`config.mk`:
```
export PLATFORM = sky130hd
export DESIGN_NAME = pc_run_controller
export DESIGN_NICKNAME = d
export VERILOG_FILES = /design/src/rtl/rv_ctrl_pkg.sv /design/src/rtl/next_pc_sel.sv /design/src/rtl/pc_run_controller.sv
export SDC_FILE = /design/constraint.sdc
export NUM_CORES = 1
export LEC_CHECK = 0
export ABC_AREA = 1
export CORE_UTILIZATION = 46
export DETAILED_ROUTE_END_ITERATION = 16
export GPL_TIMING_DRIVEN = 0
export PLACE_DENSITY = 0.81
export SKIP_CTS_REPAIR_TIMING = 1
export SLEW_MARGIN = 20
export SYNTH_ARGS = -nofsm -noshare
export SYNTH_HDL_FRONTEND = slang
export SYNTH_HIERARCHICAL = 1
export SYNTH_SLANG_ARGS = --single-unit
```
`constraint.sdc`:
```
create_clock -name clk -period 2.5 [get_ports clk]
set_input_delay 0.5 -clock clk [delete_from_list [all_inputs] [get_ports clk]]
set_output_delay 0.5 -clock clk [all_outputs]
set_load 0.05 [all_outputs]
```
`src/rtl/rv_ctrl_pkg.sv`:
```
// rv_ctrl_pkg: shared encodings for the run-control sequencer
package rv_ctrl_pkg;
  typedef enum logic [1:0] {
    ST_IDLE   = 2'd0,
    ST_RUN    = 2'd1,
    ST_STEP   = 2'd2,
    ST_HALTED = 2'd3
  } state_e;
  typedef enum logic [2:0] {
    HC_NONE     = 3'd0,
    HC_EXT      = 3'd1,
    HC_STEP     = 3'd2,
    HC_BP       = 3'd3,
    HC_ECALL    = 3'd4,
    HC_EBREAK   = 3'd5,
    HC_MISALIGN = 3'd6
  } cause_e;
  localparam logic [31:0] ECALL_OP  = 32'h0000_0073;
  localparam logic [31:0] EBREAK_OP = 32'h0010_0073;
  localparam int unsigned PC_INC    = 4;
endpackage

```
`src/rtl/next_pc_sel.sv`:
```
// next_pc_sel: combinational next-PC candidate (jump over branch over sequential)
module next_pc_sel #(
  parameter int XLEN = 32
) (
  input  logic [XLEN-1:0] pc,
  input  logic            jump,
  input  logic [XLEN-1:0] jump_target,
  input  logic            branch_taken,
  input  logic [XLEN-1:0] branch_target,
  output logic [XLEN-1:0] cand,
  output logic            misaligned
);
  import rv_ctrl_pkg::*;
  always_comb begin
    cand       = jump ? jump_target : branch_taken ? branch_target : pc + XLEN'(PC_INC);
    misaligned = |cand[1:0];
  end
endmodule

```
`src/rtl/pc_run_controller.sv`:
```
// pc_run_controller: run/step/halt sequencer owning the core's fetch PC and retire counter
module pc_run_controller
  import rv_ctrl_pkg::*;
#(
  parameter int              XLEN     = 32,
  parameter logic [XLEN-1:0] RESET_PC = '0,
  parameter int              CNT_W    = 32
) (
  input  logic             clk,
  input  logic             rst,
  input  logic             start,
  input  logic             step,
  input  logic             halt_req,
  input  logic             restart,
  input  logic             bp_en,
  input  logic [XLEN-1:0]  bp_addr,
  input  logic [XLEN-1:0]  instruction,
  input  logic             branch_taken,
  input  logic [XLEN-1:0]  branch_target,
  input  logic             jump,
  input  logic [XLEN-1:0]  jump_target,
  output logic [XLEN-1:0]  pc_next,
  output logic             exec_en,
  output logic [1:0]       state,
  output logic [2:0]       halt_cause,
  output logic [CNT_W-1:0] retire_cnt
);
  state_e            state_q, state_d;
  cause_e            cause_q, cause_d;
  logic [XLEN-1:0]   pc_q, pc_d, cand;
  logic [CNT_W-1:0]  cnt_q, cnt_d;
  logic              misaligned;

  next_pc_sel #(.XLEN(XLEN)) u_sel (
    .pc           (pc_q),
    .jump         (jump),
    .jump_target  (jump_target),
    .branch_taken (branch_taken),
    .branch_target(branch_target),
    .cand         (cand),
    .misaligned   (misaligned)
  );

  assign exec_en    = (state_q == ST_RUN) || (state_q == ST_STEP);
  assign pc_next    = pc_q;
  assign state      = state_q;
  assign halt_cause = cause_q;
  assign retire_cnt = cnt_q;

  always_comb begin
    state_d = state_q;
    cause_d = cause_q;
    pc_d    = pc_q;
    cnt_d   = cnt_q;
    if (restart) begin
      state_d = ST_IDLE;
      cause_d = HC_NONE;
      pc_d    = RESET_PC;
      cnt_d   = '0;
    end else if (exec_en) begin
      // traps leave the PC on the offending instruction and do not retire
      if (instruction == ECALL_OP) begin
        state_d = ST_HALTED;
        cause_d = HC_ECALL;
      end else if (instruction == EBREAK_OP) begin
        state_d = ST_HALTED;
        cause_d = HC_EBREAK;
      end else if (misaligned) begin
        state_d = ST_HALTED;
        cause_d = HC_MISALIGN;
      end else begin
        pc_d  = cand;
        cnt_d = cnt_q + 1'b1;
        if (bp_en && cand == bp_addr) begin
          state_d = ST_HALTED;
          cause_d = HC_BP;
        end else if (state_q == ST_STEP) begin
          state_d = ST_HALTED;
          cause_d = HC_STEP;
        end else if (halt_req) begin
          state_d = ST_HALTED;
          cause_d = HC_EXT;
        end
      end
    end else if (step || start) begin
      state_d = step ? ST_STEP : ST_RUN;
      cause_d = HC_NONE;
    end
  end

  always_ff @(posedge clk) begin
    if (rst) begin
      state_q <= ST_IDLE;
      cause_q <= HC_NONE;
      pc_q    <= RESET_PC;
      cnt_q   <= '0;
    end else begin
      state_q <= state_d;
      cause_q <= cause_d;
      pc_q    <= pc_d;
      cnt_q   <= cnt_d;
    end
  end
endmodule

```
After elaboration in Yosys (flattened, before gate mapping)
Cells that the tools add are included.

$add $sub $neg: 2. Eq/ne operators: 6. Muxes and demuxes: 19. Bitwise gates (word level): 3. Reductions and logical operators: 8.

Operator list (count): $mux 32 (2); $add 32x1->32 const B (1); $add 32x3->32 const B (1); $eq 32x21->1 const B (1); $eq 32x32->1 (1); $eq 32x7->1 const B (1); $mux 3 (8); $mux 2 (9); $ne 7x2->1 const B (1); $reduce_and 4->1 (1); $reduce_or 2->1 (2); $not 1->1 (3); $eq 2x1->1 const B (1); $eq 2x2->1 const B (1); $logic_or 1x1->1 (2); $reduce_and 2->1 (1); $reduce_bool 2->1 (1); $logic_and 1x1->1 (1).

Register bits after elaboration: 69. Input bits: 137. Output and inout port bits: 70. Word-level logic and storage cells: 42.

Depth between registers and ports, before layout
Gate-level depths: netlist (run 1).

Depth in word-level cells: 10. Mapped depth: 24.

Modules after synthesis
Netlist (run 1), hierarchy kept.

By module, submodules not included: pc_run_controller (times used 1, cells an instance 632, area an instance 4025.1 um2, sequential area each 1381.3 um2); next_pc_sel (times used 1, cells an instance 359, area an instance 1681.6 um2, sequential area each 0.0 um2).

Worst setup path after synthesis (run 1)
Ideal clock, no wire load.

Kind: reg-to-reg. Start: register pc_q[3] (netlist: pc_next[3]). End: register cause_q[0] (netlist: halt_cause[0]). Library setup time: 114 ps. Arrival: 2598 ps. Data required time: 2386 ps. Setup slack: -212 ps. Stages on the path, launching flop included: 23. Path buffers: 0. Path through: dfxtp_1 -> ha_1 -> nand2_2 -> nor2_4 -> nand2_4 -> nor2_4 -> nand3_1 -> nand2_1 -> nand2_1 -> nand2_1 -> nand2_1 -> nor2_1 -> nor2_1 -> nor2_1 -> nand2_1 -> nor2_1 -> nand2_1 -> nor2_1 -> nand2_1 -> a21oi_1 -> nand2_1 -> nand2_1 -> nor2_1.

Cells in the longest elaborated chain, start to end: 10. Elaborated cells between the ends (all ways): 12.

RTL lines: from (decl) (RTL line pc_run_controller.sv:30) `logic [XLEN-1:0] pc_q, pc_d, cand;`; from (signal assigned) (RTL line pc_run_controller.sv:100) `pc_q <= pc_d;`; $add 32x3->32 * (RTL line next_pc_sel.sv:15) `cand = jump ? jump_target : branch_taken ? branch_target : pc + XLEN'(PC_INC);`; $mux 32 * (2 in series) (RTL line next_pc_sel.sv:15); via cand[20] (RTL line pc_run_controller.sv:30); $eq 32x32->1 * (RTL line pc_run_controller.sv:74) `if (bp_en && cand == bp_addr) begin`; $logic_and 1x1->1 * (RTL line pc_run_controller.sv:74); $mux 3 (RTL line pc_run_controller.sv:74); $mux 3 (RTL line pc_run_controller.sv:68) `end else if (misaligned) begin`; $mux 3 (RTL line pc_run_controller.sv:65) `end else if (instruction == EBREAK_OP) begin`; $mux 3 (RTL line pc_run_controller.sv:62) `if (instruction == ECALL_OP) begin`; $mux 3 (RTL line pc_run_controller.sv:60) `end else if (exec_en) begin`; to (signal assigned) (RTL line pc_run_controller.sv:99) `cause_q <= cause_d;`; to (decl) (RTL line pc_run_controller.sv:29) `cause_e cause_q, cause_d;`.

Mark *: on every way through the listed nets, which the timed path passes. The rest lies on a longest branch. A chain may end at the register's enable or synchronous reset.

Final worst setup path (run 1)
Start: input branch_taken. End: register cause_q[2] (netlist: halt_cause[2]).

Cells in the longest elaborated chain, start to end: 9. Elaborated cells between the ends (all ways): 12.

RTL lines: from (decl) (RTL line pc_run_controller.sv:18) `input logic branch_taken,`; $mux 32 * (2 in series) (RTL line next_pc_sel.sv:15); via cand[8] (RTL line pc_run_controller.sv:30); $eq 32x32->1 * (RTL line pc_run_controller.sv:74); $logic_and 1x1->1 * (RTL line pc_run_controller.sv:74); $mux 3 (RTL line pc_run_controller.sv:74); $mux 3 (RTL line pc_run_controller.sv:68); $mux 3 (RTL line pc_run_controller.sv:65); $mux 3 (RTL line pc_run_controller.sv:62); $mux 3 (RTL line pc_run_controller.sv:60).

Marks and branches as above.

==> results.json, run 1 <==
{
  "finalHoldViolations": 0,
  "drive_above_1_share": 0.122,
  "p_per_area_nw_per_um2": 378,
  "rsz0062_at_grt": "true",
  "ios": 207,
  "end_kind": "flop",
  "setup_ws_ns": -0.182,
  "cts_tree": "yes",
  "worst_slew_pin_slew_ns": 0.741,
  "p_switching_mw": 0.940,
  "worst_ep_arrival_time_ns": 2.89,
  "worstReg2RegStart": "pc_next[2]",
  "maxSlewViolCount": 0,
  "drt_iter0_markers": 477,
  "dr_wl_met2_um": 9800,
  "numPortBuffers": 205,
  "critPathRequiredTime_ns": 2.71,
  "share_seq_of_total_power": 0.352,
  "combPwrFrac": 0.230,
  "vias_per_cell": 5.10,
  "num_rows": 40,
  "r2r_end": "halt_cause[2]",
  "drt-met1-wl_um": 8630,
  "synth-seq-cells": 69,
  "synth.distinct_cells": 46,
  "grt_pass1_wl_um": 32100,
  "insertion_delay_ns": 0.34,
  "vias": 7058,
  "p_sw_frac": 0.292,
  "synthCells": 991,
  "dpl.hpwl_um": 15600,
  "final_nets": 1351,
  "cp_common_cell": "nand2_1",
  "fillCellCount": 1118,
  "violations": "negative setup slack",
  "cp_slowest_cell": "clkdlybuf4s50_1",
  "p_leak_nw": 3.31,
  "power.share.clock": 0.418,
  "drc_errors": 0,
  "grt_pass1_vias": 6581,
  "syn2layout_area_growth_pct": 48.9,
  "fp.dieW_um": 113,
  "async_reset_ff_frac": 0,
  "synth_edf_count": 0,
  "cts.clk_slew.worst_paths_ns": 0.06,
  "die_y_um": 113,
  "wl_met3_um": 1560,
  "start_kind": "input port",
  "final_common_cell": "nand2_1",
  "initial_core_util": 0.473,
  "final_cell_mix": "nand2_1 (313), clkdlybuf4s50_1 (204), nor2_1 (142)",
  "crit_type": "input port to flop",
  "r2r_cells": 22,
  "cts.sinks": 69,
  "first_pass_iters": 5,
  "final_cell_area_um2": 8500,
  "clock-root-buffer": "clkbuf_16",
  "seq_area_frac_synth": 0.242,
  "max_freq_mhz": 373,
  "die-area_um2": 12900,
  "syn_nets": 1131,
  "routabilityCongestion": 0.942,
  "antenna_found_initial": 0,
  "core_um2": 12100,
  "outcome": "complete, but fails checks",
  "period_minus_slack_ns": 2.68,
  "rrSetupSlack_ns": -0.15,
  "slowest_delay_ns": 0.49,
  "cp_cell_sequence": "clkdlybuf4s50_1 > inv_4 > buf_2 > nand2_1 > a21oi_1 > inv_1 > nand2_1 > nand2_1 > nor2_1 > nand2_1 > nor2_4 > nand2_2 > nor2_4 > nand2_2 > nand2_2 > nand2_4 > nand2_1 > a21oi_2",
  "ys_warn_count": 6,
  "place_area_um2": 7980,
  "fin_skew_ns": 0.00620,
  "hp-class": "flop to flop",
  "finalSetupTns_ns": -0.769,
  "grt_usage": 0.319,
  "overflow": 0,
  "wirelength_um": 20400,
  "syn_avg_cell_area_um2": 5.76,
  "ant_nets": 0,
  "slew_headroom": 0.506,
  "maxCapViolCount": 0,
  "p_int_mw": 2.28,
  "ys.flop_type": "dfxtp_1",
  "syn_area_um2": 5710,
  "fin_total_pwr_mw": 3.21,
  "cts_made_buffers": 9,
  "final_cell_count_no_fill": 1384,
  "htreeDepth": 3,
  "setup_viol": 5,
  "peakVddDrop_v": 0.000373,
  "crit_start": "branch_taken",
  "worstPathMaxFanout": 10,
  "post-route-period-util": 1.07,
  "clockBufferDepth": 2,
  "crit_path_end": "halt_cause[2]",
  "n_antenna_cell": 0,
  "grt_start_max_net_pins": 14,
  "dr.max_layer_used": "met4",
  "wl_per_cell_um": 14.8,
  "dp.cells": 1364
}
cell families after synthesis:
kind of cell | Yosys count | share of synthesized area
and+or+nand+nor | 613 | 0.481
buffers and inverters | 144 | 0.106
AOI/OAI and AO/OA | 138 | 0.127
DFF | 69 | 0.242
xor gates and xnor gates | 24 | 0.0368
adders and majority gates | 3 | 0.00658
registers in the layout (all words and copies together), names as in the netlist:
register / count
state: 2
retire_cnt: 32
pc_next: 32
halt_cause: 3
cells in the mapped netlist, types with 6 or more instances:
master	instances	area share
nand2_1	322	0.21
nor2_1	147	0.097
inv_1	104	0.068
a21oi_1	97	0.085
dfxtp_1	69	0.24
nand3_1	51	0.045
o21ai_0	22	0.019
xnor2_1	16	0.025
nor2_2	14	0.015
nor3_1	14	0.012
nand4_1	13	0.014
buf_2	12	0.011
nor2_4	11	0.022
clkbuf_1	10	0.0066
nand2_2	10	0.011
inv_2	8	0.0053
xor2_1	8	0.012
o21ai_1	6	0.0053
critical path: cells and delay by family:
| kind | cells | cell delay (ns) |
|---|---|---|
| AND/OR/NAND/NOR | 12 | 1.12 |
| AO/OA/AOI/OAI | 2 | 0.23 |
| buffers and inverters | 4 | 1.04 |
per-stage QoR:
step                utilization  hold slack [ns]  setup slack (ns)
floorplan                     -            0.594          0.000568
global placement          0.662            0.462            -0.749
detailed placement        0.662            0.466            -0.769
CTS                       0.687            0.483            -0.418
global route              0.704            0.485            -0.318
finish                    0.704            0.465            -0.182
layer usage:
metal	GRT usage	vias up
met2	0.560	281
met4	0.120	0
li1	-	3571
met5	0	-
met1	0.382	3177
met3	0.0670	29
layout make-up:
| class | instances | area [um2] | area share |
|---|---|---|---|
| Buffer | 31 | 214 | 0.0252 |
| Clock buffer | 10 | 239 | 0.0281 |
| Clock inverter | 6 | 70.1 | 0.00825 |
| Inverter | 113 | 429 | 0.0505 |
| Multi-Input combinational cell | 778 | 3840 | 0.452 |
| Sequential cell | 69 | 1410 | 0.166 |
| Tap cell | 168 | 210 | 0.0247 |
| Timing Repair Buffer | 209 | 2080 | 0.245 |
power by group through the flow:
stage                     sequential, mW  combinational [mW]  clock (mW)
after CTS                           1.13               0.709        1.35
after global placement              1.16               0.699           0
after global routing                1.13               0.803        1.41
final                               1.13               0.739        1.34
after floorplan                     1.20               0.311           0
after detailed placement            1.16               0.704           0
how the worst min path moves through the flow:
stage,cells after the start,endpoint,start,slack [ns]
floorplan,2,pc_next[2],pc_next[2],0.59
global placement,2,halt_cause[2],halt_cause[2],0.46
detailed placement,2,halt_cause[1],halt_cause[1],0.47
CTS,2,halt_cause[1],halt_cause[1],0.48
global route,2,halt_cause[1],halt_cause[1],0.49
finish,2,halt_cause[1],halt_cause[1],0.47
No activity file was read; power rests on OpenSTA's default activity.
==> run 2: changes to the inputs <==
- CORE_UTILIZATION: 46 -> 65
- DONT_BUFFER_PORTS: not set -> 1
- PLACE_DENSITY: 0.81 -> 0.8
==> run 2 against run 1 <==
  * The run still ends with negative setup slack left
  * Power fell by 13%
  * Clock power fell by 11%
  * Sequential cell count did not move
  * Combinational power fell by 42%
  * Worst setup slack got worse by 0.15 ns
  * Highest routed layer unchanged
  * Register-to-register slack got worse by 0.18 ns
  * Critical path depth rose by 4
  * Via count fell by 6.0%
  * Utilization rose by 5.1 points
  * Cell area fell by 26%
  * Worst hold slack got worse by 0.16 ns
  * Largest cell class unchanged
==> results.json, run 2 (synthesized netlist as in run 1, its figures left out) <==
{
  "cts_made_buffers": 9,
  "cts_tree": "yes",
  "insertion_delay_ns": 0.36,
  "crit_type": "flop to flop",
  "place_area_um2": 5850,
  "share_seq_of_total_power": 0.418,
  "grt_pass1_vias": 6095,
  "vias_per_cell": 5.95,
  "fillCellCount": 721,
  "cp_common_cell": "nand2_1",
  "initial_core_util": 0.684,
  "critPathRequiredTime_ns": 2.75,
  "syn2layout_area_growth_pct": 10.4,
  "drt_iter0_markers": 418,
  "antenna_found_initial": 0,
  "overflow": 0,
  "fin_hold_ws_ns": 0.309,
  "slew_headroom": 0.538,
  "final_nets": 1146,
  "p_per_area_nw_per_um2": 442,
  "grt_pass1_wl_um": 27900,
  "p_leak_nw": 2.49,
  "violations": "negative setup slack",
  "cp_slowest_cell": "dfxtp_4",
  "final_cell_area_um2": 6300,
  "wirelength_um": 18500,
  "combPwrFrac": 0.154,
  "core_um2": 8340,
  "slowest_delay_ns": 0.48,
  "max_freq_mhz": 353,
  "p_switching_mw": 0.854,
  "ios": 207,
  "maxCapViolCount": 0,
  "drive_above_1_share": 0.153,
  "routabilityCongestion": 0.982,
  "drc_errors": 0,
  "worstPathMaxFanout": 5,
  "n_antenna_cell": 0,
  "p_sw_frac": 0.307,
  "ant_nets": 0,
  "numPortBuffers": 0,
  "cts.sinks": 69,
  "multiInputGateArea_um2": 3820,
  "dp.cells": 1096,
  "peakVddDrop_v": 0.000322,
  "grt_usage": 0.397,
  "power.share.clock": 0.428,
  "die-area_um2": 9160,
  "hp-class": "input port to flop",
  "setup_viol": 5,
  "cts.clk_slew.worst_paths_ns": 0.08,
  "dpl.hpwl_um": 13800,
  "final_cell_count_no_fill": 1116,
  "fin_total_pwr_mw": 2.78,
  "wl_per_cell_um": 16.5,
  "first_pass_iters": 6,
  "die_y_um": 95.7,
  "fin_skew_ns": 0.0180,
  "setup_ws_ns": -0.334,
  "grt_start_max_net_pins": 13,
  "final_common_cell": "nand2_1",
  "post-route-period-util": 1.13,
  "period_minus_slack_ns": 2.83,
  "worst_ep_arrival_time_ns": 3.08,
  "cp_cell_sequence": "ha_4 > nand2_4 > nor2_4 > nand2_4 > nor2_4 > nand3_1 > nand2_1 > nand2_1 > nand2_1 > nand2_2 > nor2_1 > nor2_1 > nor2_1 > nand2_1 > nor2_2 > nand2_2 > nor2_4 > nand2_2 > a21oi_2 > nand2_1 > nand2_1 > nor2_1",
  "clock-root-buffer": "clkbuf_8",
  "rsz0062_at_grt": "true",
  "outcome": "complete, but fails checks",
  "finalHoldViolations": 0,
  "end_kind": "flop",
  "htreeDepth": 3,
  "final_cell_mix": "nand2_1 (315), nor2_1 (141), inv_1 (104)",
  "worst_slew_pin_slew_ns": 0.692,
  "p_int_mw": 1.93,
  "clockBufferDepth": 2,
  "num_rows": 33,
  "start_kind": "flop",
  "seq_area_um2": 1470,
  "fp.dieW_um": 95.7,
  "finalSetupTns_ns": -1.52,
  "vias": 6635,
  "maxSlewViolCount": 0
}
[run 2: through the flow]
| stage | worst slack (ns) | util |
|---|---|---|
| 2_1_floorplan | 0.000568 | - |
| 3_3_place_gp | -0.560 | 0.701 |
| 3_5_place_dp | -0.659 | 0.701 |
| 4_1_cts | -0.681 | 0.731 |
| 5_1_grt | -0.451 | 0.756 |
| 6_report | -0.334 | 0.756 |
[run 2: path summary, 6_finish.rpt]
check,end,slack [ns],from,cells after the start
max reg2reg,halt_cause[0],-0.33,pc_next[3],22
max,halt_cause[0],-0.33,pc_next[3],22
min reg2reg,pc_next[18],0.60,pc_next[18],2
min,state[0],0.31,step,3
[run 2: power by group through the flow]
| stage | clock network [mW] | logic [mW] | registers (mW) |
|---|---|---|---|
| finish | 1.19 | 0.429 | 1.16 |
| global route | 1.22 | 0.478 | 1.17 |
| CTS | 1.19 | 0.405 | 1.18 |
| detailed placement | 0 | 0.403 | 1.21 |
| global placement | 0 | 0.389 | 1.21 |
| floorplan | 0 | 0.311 | 1.20 |
[run 2: critical path: cells and delay by family, from the launching register on]
family / cells / cell delay [ns]
and+or+nand+nor: 20 / 1.89
DFF: 1 / 0.48
adders and majority gates: 1 / 0.19
AOI/OAI and AO/OA: 1 / 0.16
[run 2: routing by layer]
metal  global-route usage  share of wire  vias to the layer above
met5                    0              0                        -
met3               0.0900          0.098                       76
met4                0.210          0.046                        0
li1                     -              -                     3165
met1                0.446           0.37                     3000
met2                0.697           0.49                      394
[run 2: layout make-up]
| cell class | count | area share |
|---|---|---|
| plain buffers | 31 | 0.0286 |
| repair buffers | 4 | 0.00476 |
| well taps | 105 | 0.0208 |
| flip-flops and latches | 69 | 0.232 |
| multi-input cells | 778 | 0.606 |
| clock buffers | 11 | 0.0224 |
| clock inverters | 5 | 0.0169 |
| inverters | 113 | 0.0677 |
==> run 3: changes to the inputs <==
- SLEW_MARGIN: 20 -> not set
==> results of run 3 <==
Final layout, timing and power as in run 2 (identical DEF).
